[src/rtl/challenge_poly_reader_pkg.sv]
`default_nettype none
// ============================================================================
// Module   : dilithium_pkg
// Purpose  : Shared constants, types and helpers for the challenge polynomial
//            read-back path (modulus, tau per ML-DSA level, coefficient codes).
// Revision : 1.0 - initial release
// ============================================================================
package dilithium_pkg;

  localparam int N      = 256;
  localparam int ADDR_W = 16;
  localparam int DATA_W = 24;
  localparam int IDX_W  = 8;
  localparam int WT_W   = 7;

  localparam logic [IDX_W-1:0]  LAST_IDX  = IDX_W'(N - 1);

  localparam logic [DATA_W-1:0] Q         = 24'd8380416 + 24'd1;
  localparam logic [DATA_W-1:0] Q_MINUS_1 = Q - 24'd1;

  localparam logic [WT_W-1:0] TAU_44 = 7'd39;
  localparam logic [WT_W-1:0] TAU_65 = 7'd49;
  localparam logic [WT_W-1:0] TAU_87 = 7'd60;

  localparam logic [1:0] LEVEL_44   = 2'b00;
  localparam logic [1:0] LEVEL_65   = 2'b01;
  localparam logic [1:0] LEVEL_87   = 2'b10;
  localparam logic [1:0] LEVEL_RSVD = 2'b11;

  localparam logic [1:0] CODE_ZERO = 2'b00;
  localparam logic [1:0] CODE_POS  = 2'b01;
  localparam logic [1:0] CODE_NEG  = 2'b11;
  localparam logic [1:0] CODE_BAD  = 2'b10;

  typedef enum logic [1:0] {
    ST_IDLE  = 2'd0,
    ST_ISSUE = 2'd1,
    ST_DRAIN = 2'd2,
    ST_FIN   = 2'd3
  } state_t;

  // One FIFO entry: coefficient index on top, decoded value below.
  typedef struct packed {
    logic [IDX_W-1:0]  idx;
    logic [DATA_W-1:0] data;
  } beat_t;

  // Ternary code to value mod q; the invalid code reads as zero.
  function automatic logic [DATA_W-1:0] decode_coeff(input logic [1:0] code);
    case (code)
      CODE_ZERO: return '0;
      CODE_POS:  return 24'd1;
      CODE_NEG:  return Q_MINUS_1;
      default:   return '0;
    endcase
  endfunction

  // Expected Hamming weight of c for a level; reserved level never matches.
  function automatic logic [WT_W-1:0] tau_of(input logic [1:0] level);
    case (level)
      LEVEL_44: return TAU_44;
      LEVEL_65: return TAU_65;
      LEVEL_87: return TAU_87;
      default:  return '0;
    endcase
  endfunction

endpackage
`default_nettype wire

[src/rtl/challenge_poly_reader_if.sv]
`default_nettype none
// ============================================================================
// Module   : challenge_poly_reader_if
// Purpose  : Control, memory-port and coefficient-stream signals of the
//            challenge polynomial reader, with DUT (slave) and driver
//            (master) views.
// Revision : 1.0 - initial release
// ============================================================================
interface challenge_poly_reader_if;
  import dilithium_pkg::*;

  logic              start;
  logic [ADDR_W-1:0] base_addr;
  logic [1:0]        ml_dsa_level;
  logic [ADDR_W-1:0] mem_A;
  logic              mem_WEB;
  logic              mem_CEB;
  logic [DATA_W-1:0] mem_Q;
  logic              coeff_valid;
  logic              coeff_ready;
  logic [DATA_W-1:0] coeff_data;
  logic [IDX_W-1:0]  coeff_index;
  logic              busy;
  logic              done;
  logic              weight_ok;
  logic              code_err;

  modport slave (
    input  start, base_addr, ml_dsa_level, mem_Q, coeff_ready,
    output mem_A, mem_WEB, mem_CEB, coeff_valid, coeff_data, coeff_index,
           busy, done, weight_ok, code_err
  );

  modport master (
    output start, base_addr, ml_dsa_level, mem_Q, coeff_ready,
    input  mem_A, mem_WEB, mem_CEB, coeff_valid, coeff_data, coeff_index,
           busy, done, weight_ok, code_err
  );

endinterface
`default_nettype wire

[src/rtl/challenge_poly_reader_coeff_skid_fifo.sv]
`default_nettype none
// ============================================================================
// Module   : coeff_skid_fifo
// Purpose  : Two-entry FIFO absorbing the one-cycle memory latency so the
//            output stream can stall without losing a returning read word.
// Revision : 1.0 - initial release
// ============================================================================
module coeff_skid_fifo #(
  parameter int WIDTH = 32
) (
  input  logic             clk,
  input  logic             rst_n,
  input  logic             push,
  input  logic [WIDTH-1:0] din,
  input  logic             pop,
  output logic [WIDTH-1:0] dout,
  output logic             full,
  output logic             empty,
  output logic [1:0]       count
);

  logic [WIDTH-1:0] slot_q [2];
  logic [WIDTH-1:0] slot_d [2];
  logic             wr_ptr_q, wr_ptr_d;
  logic             rd_ptr_q, rd_ptr_d;
  logic [1:0]       count_q, count_d;
  logic             do_push, do_pop;

  // Next-state for storage and pointers; a push into a full FIFO is only
  // taken when the same cycle frees the head.
  always_comb begin
    do_pop   = pop && (count_q != 2'd0);
    do_push  = push && ((count_q != 2'd2) || do_pop);
    slot_d   = slot_q;
    wr_ptr_d = wr_ptr_q;
    rd_ptr_d = rd_ptr_q;
    if (do_push) begin
      slot_d[wr_ptr_q] = din;
      wr_ptr_d         = ~wr_ptr_q;
    end
    if (do_pop) begin
      rd_ptr_d = ~rd_ptr_q;
    end
    count_d = count_q + {1'b0, do_push} - {1'b0, do_pop};
  end

  // Storage and pointer registers.
  always_ff @(posedge clk or negedge rst_n) begin
    if (!rst_n) begin
      slot_q[0] <= '0;
      slot_q[1] <= '0;
      wr_ptr_q  <= 1'b0;
      rd_ptr_q  <= 1'b0;
      count_q   <= 2'd0;
    end else begin
      slot_q    <= slot_d;
      wr_ptr_q  <= wr_ptr_d;
      rd_ptr_q  <= rd_ptr_d;
      count_q   <= count_d;
    end
  end

  assign dout  = slot_q[rd_ptr_q];
  assign full  = (count_q == 2'd2);
  assign empty = (count_q == 2'd0);
  assign count = count_q;

endmodule
`default_nettype wire

[src/rtl/challenge_poly_reader.sv]
`default_nettype none
// ============================================================================
// Module   : challenge_poly_reader
// Purpose  : Reads the 256 ternary coefficients of c from memory, decodes
//            them mod q, streams them with valid/ready and checks the
//            Hamming weight against tau of the selected ML-DSA level.
// Revision : 1.0 - initial release
// ============================================================================
module challenge_poly_reader
  import dilithium_pkg::*;
(
  input  logic                    clk,
  input  logic                    rst_n,
  challenge_poly_reader_if.slave  bus
);

  state_t            state_q, state_d;
  logic [ADDR_W-1:0] base_q, base_d;
  logic [1:0]        level_q, level_d;
  logic [IDX_W-1:0]  rd_cnt_q, rd_cnt_d;
  logic [IDX_W-1:0]  out_cnt_q, out_cnt_d;
  logic [WT_W-1:0]   weight_q, weight_d;
  logic              code_err_q, code_err_d;
  logic              pend_q, pend_d;
  logic [IDX_W-1:0]  pend_idx_q, pend_idx_d;
  logic              busy_q, busy_d;
  logic              done_q, done_d;
  logic              weight_ok_q, weight_ok_d;

  logic              fifo_pop, fifo_full, fifo_empty;
  logic [1:0]        fifo_count;
  logic [2:0]        occ_after;
  logic              issue;
  logic [1:0]        ret_code;
  beat_t             fifo_din, fifo_dout;
  logic              unused_bits;

  coeff_skid_fifo #(.WIDTH($bits(beat_t))) u_fifo (
    .clk   (clk),
    .rst_n (rst_n),
    .push  (pend_q),
    .din   (fifo_din),
    .pop   (fifo_pop),
    .dout  (fifo_dout),
    .full  (fifo_full),
    .empty (fifo_empty),
    .count (fifo_count)
  );

  // Issue a read only if the FIFO can hold it once the in-flight word lands,
  // crediting a pop happening this cycle so full rate is sustained.
  always_comb begin
    fifo_pop  = bus.coeff_ready && !fifo_empty;
    occ_after = {1'b0, fifo_count} - {2'b00, fifo_pop} + {2'b00, pend_q};
    issue     = (state_q == ST_ISSUE) && (occ_after < 3'd2);
    ret_code  = bus.mem_Q[1:0];
    fifo_din  = '{idx: pend_idx_q, data: decode_coeff(ret_code)};
  end

  // Run sequencing, counters and status.
  always_comb begin
    state_d     = state_q;
    base_d      = base_q;
    level_d     = level_q;
    rd_cnt_d    = rd_cnt_q;
    out_cnt_d   = out_cnt_q;
    weight_d    = weight_q;
    code_err_d  = code_err_q;
    pend_d      = issue;
    pend_idx_d  = issue ? rd_cnt_q : pend_idx_q;
    busy_d      = busy_q;
    done_d      = 1'b0;
    weight_ok_d = weight_ok_q;

    if (pend_q) begin
      if ((ret_code == CODE_POS) || (ret_code == CODE_NEG)) begin
        weight_d = weight_q + 7'd1;
      end
      if (ret_code == CODE_BAD) begin
        code_err_d = 1'b1;
      end
    end
    if (fifo_pop) begin
      out_cnt_d = out_cnt_q + 8'd1;
    end

    case (state_q)
      ST_IDLE: begin
        if (bus.start) begin
          state_d     = ST_ISSUE;
          base_d      = bus.base_addr;
          level_d     = bus.ml_dsa_level;
          rd_cnt_d    = '0;
          out_cnt_d   = '0;
          weight_d    = '0;
          code_err_d  = 1'b0;
          weight_ok_d = 1'b0;
          busy_d      = 1'b1;
        end
      end
      ST_ISSUE: begin
        if (issue) begin
          rd_cnt_d = rd_cnt_q + 8'd1;
          if (rd_cnt_q == LAST_IDX) begin
            state_d = ST_DRAIN;
          end
        end
      end
      ST_DRAIN: begin
        if (fifo_pop && (out_cnt_q == LAST_IDX)) begin
          state_d = ST_FIN;
        end
      end
      ST_FIN: begin
        done_d      = 1'b1;
        busy_d      = 1'b0;
        weight_ok_d = (level_q != LEVEL_RSVD) && (weight_q == tau_of(level_q))
                      && !code_err_q;
        state_d     = ST_IDLE;
      end
      default: state_d = ST_IDLE;
    endcase
  end

  // State and datapath registers; reset aborts any run in progress.
  always_ff @(posedge clk or negedge rst_n) begin
    if (!rst_n) begin
      state_q     <= ST_IDLE;
      base_q      <= '0;
      level_q     <= '0;
      rd_cnt_q    <= '0;
      out_cnt_q   <= '0;
      weight_q    <= '0;
      code_err_q  <= 1'b0;
      pend_q      <= 1'b0;
      pend_idx_q  <= '0;
      busy_q      <= 1'b0;
      done_q      <= 1'b0;
      weight_ok_q <= 1'b0;
    end else begin
      state_q     <= state_d;
      base_q      <= base_d;
      level_q     <= level_d;
      rd_cnt_q    <= rd_cnt_d;
      out_cnt_q   <= out_cnt_d;
      weight_q    <= weight_d;
      code_err_q  <= code_err_d;
      pend_q      <= pend_d;
      pend_idx_q  <= pend_idx_d;
      busy_q      <= busy_d;
      done_q      <= done_d;
      weight_ok_q <= weight_ok_d;
    end
  end

  assign bus.mem_A       = issue ? (base_q + {{(ADDR_W-IDX_W){1'b0}}, rd_cnt_q}) : '0;
  assign bus.mem_CEB     = !issue;
  assign bus.mem_WEB     = 1'b1;
  assign bus.coeff_valid = !fifo_empty;
  assign bus.coeff_data  = fifo_dout.data;
  assign bus.coeff_index = fifo_dout.idx;
  assign bus.busy        = busy_q;
  assign bus.done        = done_q;
  assign bus.weight_ok   = weight_ok_q;
  assign bus.code_err    = code_err_q;

  // Upper memory bits carry no coefficient information.
  assign unused_bits = ^{bus.mem_Q[DATA_W-1:2], fifo_full};

endmodule
`default_nettype wire

[src/flat_wrapper.sv]
// flat-port wrapper written by rule: the top's interface ports become plain ports
module challenge_poly_reader_flat import dilithium_pkg::*;
  (clk, rst_n, bus_start, bus_base_addr, bus_ml_dsa_level, bus_mem_Q, bus_coeff_ready, bus_mem_A, bus_mem_WEB, bus_mem_CEB, bus_coeff_valid, bus_coeff_data, bus_coeff_index, bus_busy, bus_done, bus_weight_ok, bus_code_err);
  challenge_poly_reader_if bus_i ();
  input  logic clk;
  input  logic rst_n;
  input wire logic [$bits(bus_i.start)-1:0] bus_start;
  input wire logic [$bits(bus_i.base_addr)-1:0] bus_base_addr;
  input wire logic [$bits(bus_i.ml_dsa_level)-1:0] bus_ml_dsa_level;
  input wire logic [$bits(bus_i.mem_Q)-1:0] bus_mem_Q;
  input wire logic [$bits(bus_i.coeff_ready)-1:0] bus_coeff_ready;
  output wire logic [$bits(bus_i.mem_A)-1:0] bus_mem_A;
  output wire logic [$bits(bus_i.mem_WEB)-1:0] bus_mem_WEB;
  output wire logic [$bits(bus_i.mem_CEB)-1:0] bus_mem_CEB;
  output wire logic [$bits(bus_i.coeff_valid)-1:0] bus_coeff_valid;
  output wire logic [$bits(bus_i.coeff_data)-1:0] bus_coeff_data;
  output wire logic [$bits(bus_i.coeff_index)-1:0] bus_coeff_index;
  output wire logic [$bits(bus_i.busy)-1:0] bus_busy;
  output wire logic [$bits(bus_i.done)-1:0] bus_done;
  output wire logic [$bits(bus_i.weight_ok)-1:0] bus_weight_ok;
  output wire logic [$bits(bus_i.code_err)-1:0] bus_code_err;
  assign bus_i.start = bus_start;
  assign bus_i.base_addr = bus_base_addr;
  assign bus_i.ml_dsa_level = bus_ml_dsa_level;
  assign bus_i.mem_Q = bus_mem_Q;
  assign bus_i.coeff_ready = bus_coeff_ready;
  assign bus_mem_A = bus_i.mem_A;
  assign bus_mem_WEB = bus_i.mem_WEB;
  assign bus_mem_CEB = bus_i.mem_CEB;
  assign bus_coeff_valid = bus_i.coeff_valid;
  assign bus_coeff_data = bus_i.coeff_data;
  assign bus_coeff_index = bus_i.coeff_index;
  assign bus_busy = bus_i.busy;
  assign bus_done = bus_i.done;
  assign bus_weight_ok = bus_i.weight_ok;
  assign bus_code_err = bus_i.code_err;
  challenge_poly_reader u_core (.clk(clk), .rst_n(rst_n), .bus(bus_i));
endmodule
[config.mk]
export PLATFORM = sky130hd
export DESIGN_NAME = challenge_poly_reader_flat
export DESIGN_NICKNAME = d
export VERILOG_FILES = /design/src/rtl/challenge_poly_reader_pkg.sv /design/src/rtl/challenge_poly_reader_if.sv /design/src/rtl/challenge_poly_reader_coeff_skid_fifo.sv /design/src/rtl/challenge_poly_reader.sv /design/src/flat_wrapper.sv
export SDC_FILE = /design/constraint.sdc
export NUM_CORES = 1
export LEC_CHECK = 0
export CORE_ASPECT_RATIO = 2
export CORE_MARGIN = 3
export CORE_UTILIZATION = 35
export DETAILED_ROUTE_END_ITERATION = 6
export PLACE_DENSITY = 0.65
export SLEW_MARGIN = 20
export SYNTH_ARGS = -nofsm -noshare
export SYNTH_HDL_FRONTEND = slang
export SYNTH_SLANG_ARGS = --single-unit
export TNS_END_PERCENT = 5
[constraint.sdc]
create_clock -name clk -period 3.8 [get_ports clk]
set_input_delay 0.95 -clock clk [delete_from_list [all_inputs] [get_ports clk]]
set_output_delay 0.95 -clock clk [all_outputs]
set_load 0.05 [all_outputs]
==> results of run 1 <==
-- power by group --
| group | leakage [nW] | internal, mW | switching, mW |
|---|---|---|---|
| Clock | 0.145 | 0.520 | 0.377 |
| Combinational | 1.51 | 1.08 | 1.48 |
| Sequential | 1.06 | 1.10 | 0.236 |
-- worst max-delay path, cell delays in order, from the launching register on --
cell and delay, ns:
sky130_fd_sc_hd__dfrtp_1 0.35, sky130_fd_sc_hd__ha_1 0.20, sky130_fd_sc_hd__inv_1 0.07, sky130_fd_sc_hd__fa_1 0.42
sky130_fd_sc_hd__nor2b_4 0.18, sky130_fd_sc_hd__o2111ai_1 0.21, sky130_fd_sc_hd__a31oi_1 0.22, sky130_fd_sc_hd__buf_4 0.19
sky130_fd_sc_hd__nand3_1 0.10, sky130_fd_sc_hd__a21oi_1 0.17, sky130_fd_sc_hd__buf_4 0.14, sky130_fd_sc_hd__buf_12 0.12
-- area by class of cell --
cell class | count | area, um^2 | area share
Multi-Input combinational cell | 335 | 2310 | 0.390
Sequential cell | 80 | 2000 | 0.338
Timing Repair Buffer | 93 | 1040 | 0.176
Clock buffer | 9 | 225 | 0.0380
Tap cell | 147 | 184 | 0.0311
Clock inverter | 7 | 82.6 | 0.0139
Inverter | 20 | 75.1 | 0.0127
-- logic make-up (layout without fill, tap and decap cells) --
| logic type | Yosys count | in the layout |
|---|---|---|
| and+or+nand+nor | 156 | 156 |
| DFF | 80 | 80 |
| AOI/OAI and AO/OA | 71 | 71 |
| buffers and inverters | 59 | 129 |
| xor gates and xnor gates | 35 | 35 |
| muxes | 35 | 35 |
| adders and majority gates | 24 | 24 |
| other | 2 | 14 |
-- Yosys cell counts (7+ instances only) --
| master | count |
|---|---|
| sky130_fd_sc_hd__a21o_1 | 7 |
| sky130_fd_sc_hd__a21oi_1 | 15 |
| sky130_fd_sc_hd__buf_4 | 23 |
| sky130_fd_sc_hd__clkbuf_1 | 13 |
| sky130_fd_sc_hd__dfrtp_1 | 80 |
| sky130_fd_sc_hd__ha_1 | 22 |
| sky130_fd_sc_hd__inv_1 | 19 |
| sky130_fd_sc_hd__mux2_2 | 31 |
| sky130_fd_sc_hd__nand2_1 | 72 |
| sky130_fd_sc_hd__nand3_1 | 13 |
| sky130_fd_sc_hd__nor2_1 | 38 |
| sky130_fd_sc_hd__o21ai_0 | 24 |
| sky130_fd_sc_hd__xnor2_1 | 15 |
| sky130_fd_sc_hd__xor2_1 | 19 |
-- repair_timing --
action / in CTS / in global routing
gates resized for setup: 6 / 3
endpoints found under the setup margin: 17 / 9
hold buffers: 0 / 0
endpoints found under the hold margin: 0 / 0
pin swaps: 1 / 0
setup buffers: 6 / 0
-- through the flow --
step | cells | setup slack [ns] | total power [mW]
after floorplan | 474 | -0.205 | 3.02
after global placement | 669 | -0.192 | 3.73
after detailed placement | 669 | -0.216 | 3.80
after CTS | 691 | 0.0526 | 4.83
after global routing | 691 | 0.00447 | 5.09
final | 691 | 0.135 | 4.79
-- final timing paths --
check	endpoint	slack, ns	depth (start not counted)
max	bus_mem_A[14]	0.14	11
min	u_core.base_q[0]	0.48	2
max reg2reg	u_core.state_q[1]	0.32	15
min reg2reg	u_core.base_q[0]	0.48	2
max in group asynchronous	u_core.rd_cnt_q[1]	2.61	1
min in group asynchronous	u_core.level_q[0]	0.62	1
-- flip-flops by register name, indices dropped and copies added (netlist names) --
| signal | cells |
|---|---|
| u_core.bus.busy | 1 |
| u_core.state_q | 2 |
| u_core.u_fifo.slot_q | 20 |
| u_core.bus.code_err | 1 |
| u_core.level_q | 2 |
| u_core.rd_cnt_q | 8 |
| u_core.pend_q | 1 |
| u_core.weight_q | 7 |
| u_core.bus.done | 1 |
| u_core.out_cnt_q | 8 |
| u_core.u_fifo.wr_ptr_q | 1 |
| u_core.u_fifo.rd_ptr_q | 1 |
| u_core.u_fifo.count | 2 |
| u_core.bus.weight_ok | 1 |
| u_core.pend_idx_q | 8 |
| u_core.base_q | 16 |
-- per-layer routing --
| metal | vias to the layer above | routed length, um |
|---|---|---|
| li1 | 1683 | - |
| met3 | 26 | 384 |
| met2 | 87 | 5530 |
| met4 | 0 | 357 |
| met1 | 1648 | 3790 |
| met5 | - | 0 |
==> reports/metrics.yaml, run 1 <==
outcome:
  status: "complete, no violations"
synthesis:
  post_synth_and_or_nand_nor_area_fraction: 0.153
  synthesis.yosys.warnings: 0
  post_synth_instance_area_mm2: 0.00447
  synth_adder_area_share: 0.0706
  synth_area_leader_cell: "sky130_fd_sc_hd__dfrtp_1"
  synth_area_leaders: "sky130_fd_sc_hd__dfrtp_1 (45%), sky130_fd_sc_hd__mux2_2 (7.8%), sky130_fd_sc_hd__ha_1 (6.2%)"
  synth_cell_type_count: 48
  synthesis.instances: 462
  synth_top_flop_cell: "sky130_fd_sc_hd__dfrtp_1"
  synthArstFlopShare: 1.00
  synth-seq-cells: 80
  synth.yosys.seq_area_share: 0.448
  synth_top_family_by_area: "simple AND/OR/NAND/NOR gates"
  avgSynthCellArea_um2: 9.67
  synthDominantCellAreaShare: 0.448
  synth_edf_count: 0
  muxShareOfSynthArea: 0.0874
  synth_xor_area_frac: 0.0703
  synth_area_in_compound_gates: 0.0994
drt:
  detailroute.via_count: 3444
  detail_route.wl_per_cell_um: 14.6
  drt.antenna.violating_nets: 0
  drt-vias-per-instance: 4.98
  drc_errors: 0
  dr.first_iter.drc_count: 163
  detail_route.first_pass.iterations: 4
  total_wirelength_of_the_detailed_routed_design_um: 10100
clock_network:
  cts_sinks: 80
  clock_tree.root_cell: "sky130_fd_sc_hd__clkbuf_16"
  clock_transition_at_the_registers_of_the_reported_paths_ns: 0.06
  cts_made_buffers: 9
  h-tree-depth: 3
  clock_path_buffers: 2
  source_to_sink_clock_delay_at_the_later_pin_of_the_worst_skew_pair_ns: 0.34
  cts_tree: "yes"
cells_and_area:
  layout.nets: 609
  final_common_cell: "sky130_fd_sc_hd__dfrtp_1"
  layout.cells.most_common_list: "sky130_fd_sc_hd__dfrtp_1 (79), sky130_fd_sc_hd__nand2_1 (72), sky130_fd_sc_hd__clkdlybuf4s50_1 (45)"
  drive_above_1_share: 0.213
  fillerInstances: 1143
  antenna_cells: 0
  area.growth.synth_to_final_pct: 32.5
  non_filler_cell_area_final_mm2: 0.00592
  final_util: 0.480
setup_path:
  data_required_time_of_the_critical_path_ns: 2.85
  crit_type: "flop to output port"
  endpoint_kind: "output port"
  timing.critical_path.fanout_max: 7
  r2r_path_start: "u_core.u_fifo.count[1]"
  timing.critical_path.from_type: "flop"
  worstPathArrival_ns: 2.71
  worstSetupStartpoint: "u_core.rd_cnt_q[0]"
global_route:
  grt_max_degree: 81
  grt_antenna_before_repair: 0
  grt_use_met1: 0.171
  met3_use_gr: 0.0258
  groute.layer.met2.usage: 0.265
  first_pass_grt_wire_length_um: 17100
  globalRoute.busiestLayer: "met2"
  grt_pass1_vias: 3571
  globalRouteTotalUtil: 0.151
  overflow: 0
sta:
  finalSetupTns_ns: 0
  finalSetupViolations: 0
  worst_relative_slew_slack: 0.489
  final.min_clock_period_ns: 3.66
  final-max-slew-violation-count: 0
  rsz0062_at_grt: "no"
  final.hold.worst_slack_ns: 0.480
  finalCritPeriodShare: 0.964
  final.setup_skew_ns: 0.00639
  hold_violations: 0
  worst_slew_pin_slew_ns: 0.758
  clock.fmax_mhz: 273
floorplanning:
  floorplan.die.height_um: 166
  die_area_mm2: 0.0142
  fp.dieW_um: 85.9
  core_mm2: 0.0123
  floorplan.io_pins: 101
  rows: 57
  starting_utilization_of_the_core_area: 0.362
pwr:
  ir_drop_uv: 657
  power.density_mw_per_mm2: 809
  leakagePower_nw: 2.72
worst_hold_path:
  hold_path.startpoint: "u_core.base_q[0]"
  worst_hold_check_path_type: "flop to flop"
job:
  cap_violations: 0
placement:
  hpwl_um: 7530
  postPlaceCellArea_mm2: 0.00554
  finalWeightedCongestion: 0.870
  port-buffer-count: 64
(Power assumes the default switching activity.)
==> run 2, diff against run 1 <==
--- a/config.mk
+++ b/config.mk
@@ -14,4 +14,4 @@
 export SYNTH_ARGS = -nofsm -noshare
 export SYNTH_HDL_FRONTEND = slang
 export SYNTH_SLANG_ARGS = --single-unit
-export TNS_END_PERCENT = 5
+export TNS_END_PERCENT = 10
==> results of run 2 <==
The final DEF is identical to that of run 1; final timing and power are the same.
